## config.mk

```make
export PLATFORM = sky130hd
export DESIGN_NAME = rx_memory_control
export DESIGN_NICKNAME = d
export VERILOG_FILES = /design/src/rtl/rx_memory_control.sv
export SDC_FILE = /design/constraint.sdc
export NUM_CORES = 1
export LEC_CHECK = 0
export BUFFER_PORTS_ARGS = -buffer_cell sky130_fd_sc_hd__buf_2
export CORE_MARGIN = 10
export CORE_UTILIZATION = 25
export CTS_BUF_LIST = sky130_fd_sc_hd__clkbuf_16
export CTS_CLUSTER_SIZE = 10
export DETAILED_ROUTE_END_ITERATION = 16
export PLACE_DENSITY = 0.5
export SLEW_MARGIN = 15
export SYNTH_ARGS = -nofsm -noshare
export SYNTH_HDL_FRONTEND = slang
export SYNTH_SLANG_ARGS = --single-unit
```

## constraint.sdc

```tcl
create_clock -name clk125MHz -period 7.2 [get_ports clk125MHz]
set_input_delay 1.8 -clock clk125MHz [delete_from_list [all_inputs] [get_ports clk125MHz]]
set_output_delay 1.8 -clock clk125MHz [all_outputs]
set_load 0.05 [all_outputs]
```

## src/rtl/rx_memory_control.sv

```systemverilog
// rx_memory_control: receive-side segment parser and VRAM writer.
// Parses the segment header from a de-framed payload byte stream, packs
// R,G,B bytes into 24-bit pixels, writes them to VRAM at startaddr+index,
// and tracks which segments of the current frame have been committed so
// that redundant copies of an already-good segment are dropped.
module rx_memory_control #(
  parameter int SEGMENT_NUMBER_MAX = 150,
  parameter int PAYLOAD_PIXELS     = 479,
  parameter int MAX_VRAMADDR       = 57600
) (
  input  logic        clk125MHz,
  input  logic        rst_n,
  input  logic [7:0]  rx_data,
  input  logic        rx_valid,
  input  logic        rx_sof,
  input  logic        rx_eof,
  input  logic        rx_crc_ok,
  input  logic [7:0]  redundancy,
  output logic        vram_we,
  output logic [23:0] vram_addr,
  output logic [23:0] vram_din,
  output logic        seg_commit,
  output logic        dup_drop,
  output logic        frame_done,
  output logic [15:0] committed_count
);

  localparam int SEG_IDX_W = $clog2(SEGMENT_NUMBER_MAX);
  localparam int PIX_CNT_W = $clog2(PAYLOAD_PIXELS + 1);

  typedef enum logic [1:0] {
    IDLE,
    HDR,
    PIX,
    DROP
  } state_t;

  // Packet parser state
  state_t                 state_q,   state_d;
  logic [2:0]             hdr_cnt_q, hdr_cnt_d;
  logic [7:0]             txid_q,    txid_d;
  logic [15:0]            seg_q,     seg_d;
  logic [23:0]            start_q,   start_d;
  logic [1:0]             phase_q,   phase_d;
  logic [7:0]             r_q,       r_d;
  logic [7:0]             g_q,       g_d;
  logic [23:0]            pixaddr_q, pixaddr_d;
  logic [PIX_CNT_W-1:0]   pix_cnt_q, pix_cnt_d;

  // Registered outputs
  logic                   vram_we_q,   vram_we_d;
  logic [23:0]            vram_addr_q, vram_addr_d;
  logic [23:0]            vram_din_q,  vram_din_d;
  logic                   dup_drop_q,  dup_drop_d;
  logic                   seg_commit_q, seg_commit_d;
  logic                   frame_done_q, frame_done_d;

  // Frame bookkeeping
  logic [SEGMENT_NUMBER_MAX-1:0] bitmap_q, bitmap_d;
  logic [15:0]                   count_q,  count_d;

  // Helper signals
  logic                 commit_req;
  logic [23:0]          hdr_start;
  logic                 seg_in_range;
  logic [SEG_IDX_W-1:0] seg_idx;
  logic                 hdr_dup;
  logic                 hdr_bad;
  logic [23:0]          pixaddr_inc;

  // The last header byte completes startaddr; validate on the fly
  assign hdr_start    = {start_q[15:0], rx_data};
  assign seg_in_range = (seg_q < 16'(SEGMENT_NUMBER_MAX));
  assign seg_idx      = seg_q[SEG_IDX_W-1:0];
  assign hdr_dup      = seg_in_range && bitmap_q[seg_idx];
  assign hdr_bad      = (txid_q == 8'd0) || (txid_q > redundancy) || !seg_in_range ||
                        (hdr_start >= 24'(MAX_VRAMADDR));
  assign pixaddr_inc  = (pixaddr_q + 24'd1 == 24'(MAX_VRAMADDR)) ? 24'd0 : pixaddr_q + 24'd1;

  // Parser FSM: header capture, pixel packing and VRAM write generation
  always_comb begin
    // NOTE: every signal gets a default before any branch so no path leaves
    // it unassigned; an unassigned path would infer a latch.
    state_d     = state_q;
    hdr_cnt_d   = hdr_cnt_q;
    txid_d      = txid_q;
    seg_d       = seg_q;
    start_d     = start_q;
    phase_d     = phase_q;
    r_d         = r_q;
    g_d         = g_q;
    pixaddr_d   = pixaddr_q;
    pix_cnt_d   = pix_cnt_q;
    vram_we_d   = 1'b0;
    vram_addr_d = vram_addr_q;
    vram_din_d  = vram_din_q;
    dup_drop_d  = 1'b0;
    commit_req  = 1'b0;

    if (rx_valid && rx_sof) begin
      // A start-of-frame byte always begins a fresh header, aborting
      // whatever packet was in progress without committing it.
      txid_d    = rx_data;
      hdr_cnt_d = 3'd1;
      phase_d   = 2'd0;
      pix_cnt_d = '0;
      state_d   = HDR;
    end else begin
      unique case (state_q)
        IDLE: ;
        HDR: begin
          if (rx_valid) begin
            hdr_cnt_d = hdr_cnt_q + 3'd1;
            case (hdr_cnt_q)
              3'd1, 3'd2: seg_d   = {seg_q[7:0], rx_data};
              3'd3, 3'd4: start_d = {start_q[15:0], rx_data};
              default: begin
                start_d = hdr_start;
                if (hdr_bad || hdr_dup) begin
                  state_d    = DROP;
                  dup_drop_d = 1'b1;
                end else begin
                  state_d   = PIX;
                  pixaddr_d = hdr_start;
                  phase_d   = 2'd0;
                  pix_cnt_d = '0;
                end
              end
            endcase
          end
        end
        PIX: begin
          // Bytes past the pixel budget are ignored until end of packet
          if (rx_valid && (pix_cnt_q < PIX_CNT_W'(PAYLOAD_PIXELS))) begin
            case (phase_q)
              2'd0: begin
                r_d     = rx_data;
                phase_d = 2'd1;
              end
              2'd1: begin
                g_d     = rx_data;
                phase_d = 2'd2;
              end
              default: begin
                vram_we_d   = 1'b1;
                vram_addr_d = pixaddr_q;
                vram_din_d  = {r_q, g_q, rx_data};
                pixaddr_d   = pixaddr_inc;
                pix_cnt_d   = pix_cnt_q + PIX_CNT_W'(1);
                phase_d     = 2'd0;
              end
            endcase
          end
        end
        DROP: ;
        default: state_d = IDLE;
      endcase
    end

    // End of packet wins over everything; a partial pixel is discarded.
    if (rx_eof) begin
      state_d = IDLE;
      phase_d = 2'd0;
    end
    commit_req = rx_eof && rx_crc_ok && (state_q == PIX) && !(rx_valid && rx_sof);
  end

  // Commit tracking: bitmap, committed count, frame completion and wrap
  always_comb begin
    bitmap_d     = bitmap_q;
    count_d      = count_q;
    seg_commit_d = 1'b0;
    frame_done_d = 1'b0;

    // The cycle after frame_done starts a fresh frame
    if (frame_done_q) begin
      bitmap_d = '0;
      count_d  = 16'd0;
    end

    if (commit_req) begin
      seg_commit_d = 1'b1;
      if (count_q + 16'd1 == 16'(SEGMENT_NUMBER_MAX)) begin
        // A full frame takes precedence over the segment-0 wrap rule
        bitmap_d[seg_idx] = 1'b1;
        count_d           = count_q + 16'd1;
        frame_done_d      = 1'b1;
      end else if ((seg_q == 16'd0) && (count_q != 16'd0)) begin
        // Segment 0 arriving mid-frame means the previous frame was lost
        bitmap_d    = '0;
        bitmap_d[0] = 1'b1;
        count_d     = 16'd1;
      end else begin
        bitmap_d[seg_idx] = 1'b1;
        count_d           = count_q + 16'd1;
      end
    end
  end

  // Parser and output registers
  always_ff @(posedge clk125MHz or negedge rst_n) begin
    if (!rst_n) begin
      state_q      <= IDLE;
      hdr_cnt_q    <= 3'd0;
      txid_q       <= 8'd0;
      seg_q        <= 16'd0;
      start_q      <= 24'd0;
      phase_q      <= 2'd0;
      r_q          <= 8'd0;
      g_q          <= 8'd0;
      pixaddr_q    <= 24'd0;
      pix_cnt_q    <= '0;
      vram_we_q    <= 1'b0;
      vram_addr_q  <= 24'd0;
      vram_din_q   <= 24'd0;
      dup_drop_q   <= 1'b0;
      seg_commit_q <= 1'b0;
      frame_done_q <= 1'b0;
    end else begin
      // NOTE: non-blocking assignments here so every flop samples the
      // pre-edge values; blocking would create order-dependent races.
      state_q      <= state_d;
      hdr_cnt_q    <= hdr_cnt_d;
      txid_q       <= txid_d;
      seg_q        <= seg_d;
      start_q      <= start_d;
      phase_q      <= phase_d;
      r_q          <= r_d;
      g_q          <= g_d;
      pixaddr_q    <= pixaddr_d;
      pix_cnt_q    <= pix_cnt_d;
      vram_we_q    <= vram_we_d;
      vram_addr_q  <= vram_addr_d;
      vram_din_q   <= vram_din_d;
      dup_drop_q   <= dup_drop_d;
      seg_commit_q <= seg_commit_d;
      frame_done_q <= frame_done_d;
    end
  end

  // Commit bitmap and counter registers
  always_ff @(posedge clk125MHz or negedge rst_n) begin
    if (!rst_n) begin
      // NOTE: the bitmap is a flop vector, not a RAM, so it can and must be
      // cleared by reset; the VRAM contents themselves are never reset.
      bitmap_q <= '0;
      count_q  <= 16'd0;
    end else begin
      bitmap_q <= bitmap_d;
      count_q  <= count_d;
    end
  end

  assign vram_we         = vram_we_q;
  assign vram_addr       = vram_addr_q;
  assign vram_din        = vram_din_q;
  assign seg_commit      = seg_commit_q;
  assign dup_drop        = dup_drop_q;
  assign frame_done      = frame_done_q;
  assign committed_count = count_q;

endmodule

```

==> After elaboration in Yosys (flattened, before gate mapping) <==
Index checks and enable logic that the tools add are counted.
{ "totals": {"wordCells": 150, "ff_bits": 314, "in_bits": 22, "output_inout_bits": 68} }
{ "op_classes": {"n_reduce_logical": 39, "n_mux": 55, "n_lt_le_gt_ge": 6, "n_eq_ne": 24, "n_bitwise": 4, "add_sub_neg": 4} }
{ "op_table": {"columns": ["op", "count"], "rows": [
  ["150-bit two-way mux", 4],
  ["150-bit OR", 1],
  ["24-bit two-way mux", 6],
  ["16-bit two-way mux", 4],
  ["9-bit two-way mux", 6],
  ["24-bit one-hot mux with 2 select lines", 1],
  ["24-bit by 1-bit adder with 24-bit output (second input constant)", 1],
  ["24-bit by 16-bit equality test with 1-bit output (second input constant)", 1],
  ["24-bit by 16-bit greater-or-equal comparator with 1-bit output (second input constant)", 1],
  ["2-bit two-way mux", 11],
  ["4-bit AND reduction", 5],
  ["9-bit one-hot mux with 2 select lines", 1],
  ["16-bit by 1-bit adder with 16-bit output (second input constant)", 1],
  ["16-bit by 8-bit equality test with 1-bit output (second input constant)", 1],
  ["16-bit zero test", 1],
  ["16-bit by 8-bit < comparator with 1-bit output (second input constant)", 1],
  ["4-bit != test (second input constant)", 4],
  ["16-bit nonzero test", 1],
  ["1-bit two-way mux", 15],
  ["3-bit != test (second input constant)", 5],
  ["2-bit != test (second input constant)", 5],
  ["9-bit by 1-bit adder with 9-bit output (second input constant)", 1],
  ["8-bit by 9-bit < comparator with 1-bit output (second input constant)", 1],
  ["9-bit < comparator (second input constant)", 1],
  ["other kinds (29)", 53]
]} }

==> Logic depth before layout (Yosys ltp) <==
{ "logic_depth": {"word_depth": 11, "ltp_mapped": 15, "ltp_nobuf": 11} }

==> Worst setup path before layout <==
OpenSTA, ideal clock, no wires.
{ "synth_timing": {"path_type": "input to register", "startpoint": "input port redundancy[1]", "endpoint": "register pixaddr_q[1]", "cell_stages": 12, "setup_ns": 0.128, "path_buffers": 1, "path_slack_ns": 2.396, "t_arrival_ns": 4.676, "t_required_ns": 7.072, "cell_sequence": "inv_1 > ha_1 > nor2b_1 > o211ai_1 > a21oi_1 > or4_1 > or3_1 > or4_4 > a21o_1 > buf_4 > nor2_8 > mux2_1"} }
{ "synth_via": {"elab_chain_cells": 7} }
{ "synth_rtl": {"columns": ["item", "line_no", "rtl"], "rows": [
  ["from (decl)", "18", "input logic [7:0] redundancy,"],
  ["8-bit greater-than comparator", "76", "assign hdr_bad = (txid_q == 8'd0) || (txid_q > redundancy) || !seg_in_range ||"],
  ["1-bit logical OR (3 in series)", "76", null],
  ["1-bit logical OR", "119", "if (hdr_bad || hdr_dup) begin"],
  ["2-bit != test (no source line)", null, null],
  ["7-bit AND reduction (no source line)", null, null],
  ["to (signal assigned)", "230", "pixaddr_q <= pixaddr_d;"],
  ["to (decl)", "47", "logic [23:0] pixaddr_q, pixaddr_d;"]
]} }
No other way between the ends.
A chain may end at the register's enable or synchronous reset.

==> Worst setup path in the final report <==
{ "layout_timing": {"startpoint": "input port redundancy[1]", "endpoint": "register pixaddr_q[7]"} }
The elaborated chain is that of the path after synthesis.

==> results.toml <==
[status]
status = "finished clean"

[setup_path]
cp_cell_sequence = "buf_2, inv_1, ha_1, nor2b_1, o211ai_1, a21oi_1, or4_1, or3_1, or4_4, a21oi_2, buf_4, a31oi_1, o221a_2"
crit_path_start_kind = "input pin"
crit_type = "input pin to flip-flop"
endpoint_kind = "flip-flop"
cp_max_fo = 17
cpMaxStageDelayCell = "or4_1"
max_stage_delay_ps = 590
crit_required_ps = 7600
crit_arrival_ps = 5470

[routing]
remaining_drc_errors = 0
drt-pass1-iter-count = 5
vias = 12911
routed_wl_microns = 48800
ant_nets = 0
drt-initial-drc-count = 958
vias_per_cell = 4.98
wl_per_cell_microns = 18.9

[timing]
final_hold_viol_count = 0
fmax_mhz = 197
hold_ws_ps = 463
period_needed_ps = 5070
tightest_slew_ps = 1200
rsz0062_at_grt = "false"
finClkSkew_ps = 21.9
setup_viol = 0
relSlewSlack_pct = 19.3
finalSetupTns_ps = 0
drv_slew = 0
post-route-period-util_pct = 70.5

[synthesis]
synthesis.nets = 1744
yosysSeqAreaShare_pct = 49.0
yosys_register_bits = 314
synthDominantCellAreaShare_pct = 49.0
async_flop_share_pct = 100
synth_top_family_by_area = "simple AND/OR/NAND/NOR gates"
synth_cells = 1703
synth-edff-count = 0
avgSynthCellArea_sq_um = 9.42
synth_area_leaders = "dfrtp_1 49%, nor2b_1 5.4%, a21oi_1 4.8%, nand2_1 4.7%, nor2_1 4.4%"
synth-compound-area-share_pct = 12.9
synthFlopType = "dfrtp_1"
synthAdderAreaFrac_pct = 1.48
synth.area.mux_share_pct = 9.19
synth_xor_area_share_pct = 0.601
ys.warnings.count = 0
synth-simple-area-share_pct = 22.9
synth_area_leader_cell = "dfrtp_1"
yosysUniqueCellTypes = 76
syn_area_sq_um = 16000

[final_layout]
multi_input_area_sq_um = 7610
area_delta_synth_final_pct = 14.4
regArea_sq_um = 7870
stdcell_count = 2590
layout-drive-gt1-share_pct = 14.3
postLayoutCoreUtil_pct = 29.0
fillCellCount = 6669
nets = 1777
layout_commonest_cell = "dfrtp_1"
fin_area_sq_um = 18300
final_cell_mix = "312 x dfrtp_1, 201 x nand2_1, 186 x nor2_1"

[hold_path]
min_path_type = "flip-flop to flip-flop"

[grt]
grt_max_degree = 124
antenna_found_initial = 1
grt.total_usage_pct = 12.6
grt-ovfl-total = 0
grt_pass1_wl_microns = 76400
grt_pass1_vias = 12903

[clock_network]
clock_sinks = 314
cts_root_buf = "clkbuf_16"
hold_buffers = 0
cts_buffer_depth = 3
post-cts-setup-buffer-count = 0
worstSkewPairLatency_ps = 530
clk_pin_slew_ps = 50
cts-htree-levels = 2
cts_resized = 0
cts_buffers = 37
cts_tree = "done"

[floorplan]
die_x_microns = 273
core_sq_um = 63300
initial_core_util_pct = 25.3
rows = 92
die_h_microns = 273
die_area_sq_um = 74700
io_pins = 90

[power_and_ir_drop]
powerDensity_nw_per_um2 = 281
ir_drop_v = 0.000147
p_leak_nw = 8.79

[placement]
placed_cell_area_sq_um = 17300
place_hpwl_microns = 31600
portBuffers = 89
dp.cells = 2543
gp_congestion = 0.834

[flow_run]
cap_violations = 0
==> power breakdown <==
part	switching (W)	internal [W]	leakage [nW]
Clock	0.000718	0.000934	0.509
Combinational	0.000746	0.000472	4.00
Sequential	0.000345	0.00193	4.28
Total	0.00181	0.00334	8.79
==> through the flow <==
step / power, W / setup WS [ps]
after floorplan: 0.00300 / 2400
after global placement: 0.00348 / 1610
after detailed placement: 0.00351 / 1570
after CTS: 0.00519 / 2110
after global routing: 0.00540 / 1890
final: 0.00515 / 2130
==> area by class of cell <==
class	count	share of cell area, %
clock buffer	38	5.18
clock inverter	8	0.232
antenna	1	0.0136
tap	846	5.77
multi-input combinational	1231	41.5
sequential	314	42.9
timing repair buffer	120	3.82
inverter	32	0.655
==> sequential cells by signal, summed over array words and instances (netlist names) <==
register / cells
bitmap_q: 150
pixaddr_q: 24
vram_addr: 24
vram_din: 24
committed_count: 16
seg_q: 16
start_q: 16
pix_cnt_q: 9
g_q: 8
r_q: 8
txid_q: 8
hdr_cnt_q: 3
phase_q: 2
state_q: 2
dup_drop: 1
frame_done: 1
seg_commit: 1
vram_we: 1
==> cell usage after synthesis, drive strengths merged, types with 5 or more instances <==
library cell,number
dfrtp,314
nand2,201
nor2,188
a21oi,155
nor2b,139
clkbuf,92
nand3,55
mux2,52
o21ai,52
mux2i,46
nor3,42
buf,34
inv,30
and3,24
nor4,24
a22oi,19
ha,19
mux4,19
nand4,19
a22o,18
and2,14
a31oi,12
nand2b,9
o211ai,9
or4,9
o31ai,8
a21o,6
o22ai,6
or3,6
xnor2,6
a211oi,5
a41oi,5
and4,5
xor2,5
==> path summary, 6_finish.rpt <==
path	startpoint	to	slack [ps]	depth (start not counted)
max in group asynchronous	rst_n	vram_din[5]$_DFFE_PN0P_	4660	2
setup / recovery	redundancy[1]	pixaddr_q[7]$_DFFE_PN0P_	2130	13
setup reg to reg	seg_q[1]$_DFFE_PN0P_	pixaddr_q[7]$_DFFE_PN0P_	2230	10
hold / removal	g_q[5]$_DFFE_PN0P_	vram_din[13]$_DFFE_PN0P_	460	2
min in group asynchronous	rst_n	pixaddr_q[4]$_DFFE_PN0P_	1220	1
hold reg to reg	g_q[5]$_DFFE_PN0P_	vram_din[13]$_DFFE_PN0P_	460	2
==> worst max-delay path, delay by kind of cell <==
family / cells / cell delay, ps
AO/OA/AOI/OAI: 5 / 1210
buffers and inverters: 3 / 450
adder cells (fa/ha/maj): 1 / 300
AND/OR/NAND/NOR: 4 / 1710
==> cells by family after synthesis <==
logic type / Yosys count
buffers and inverters: 158
xor gates and xnor gates: 11
adders and majority gates: 19
and+or+nand+nor: 750
AOI/OAI and AO/OA: 334
muxes: 117
DFF: 314
==> routing by layer <==
| layer | track usage [%] | wire length [microns] | vias up |
|---|---|---|---|
| met3 | 2.10 | 2310 | 81 |
| met5 | 0 | 0 | - |
| met1 | 17.1 | 22400 | 6481 |
| li1 | - | - | 6009 |
| met2 | 20.6 | 22900 | 340 |
| met4 | 3.46 | 1180 | 0 |
Note: power is estimated with default switching activity, not from simulation.
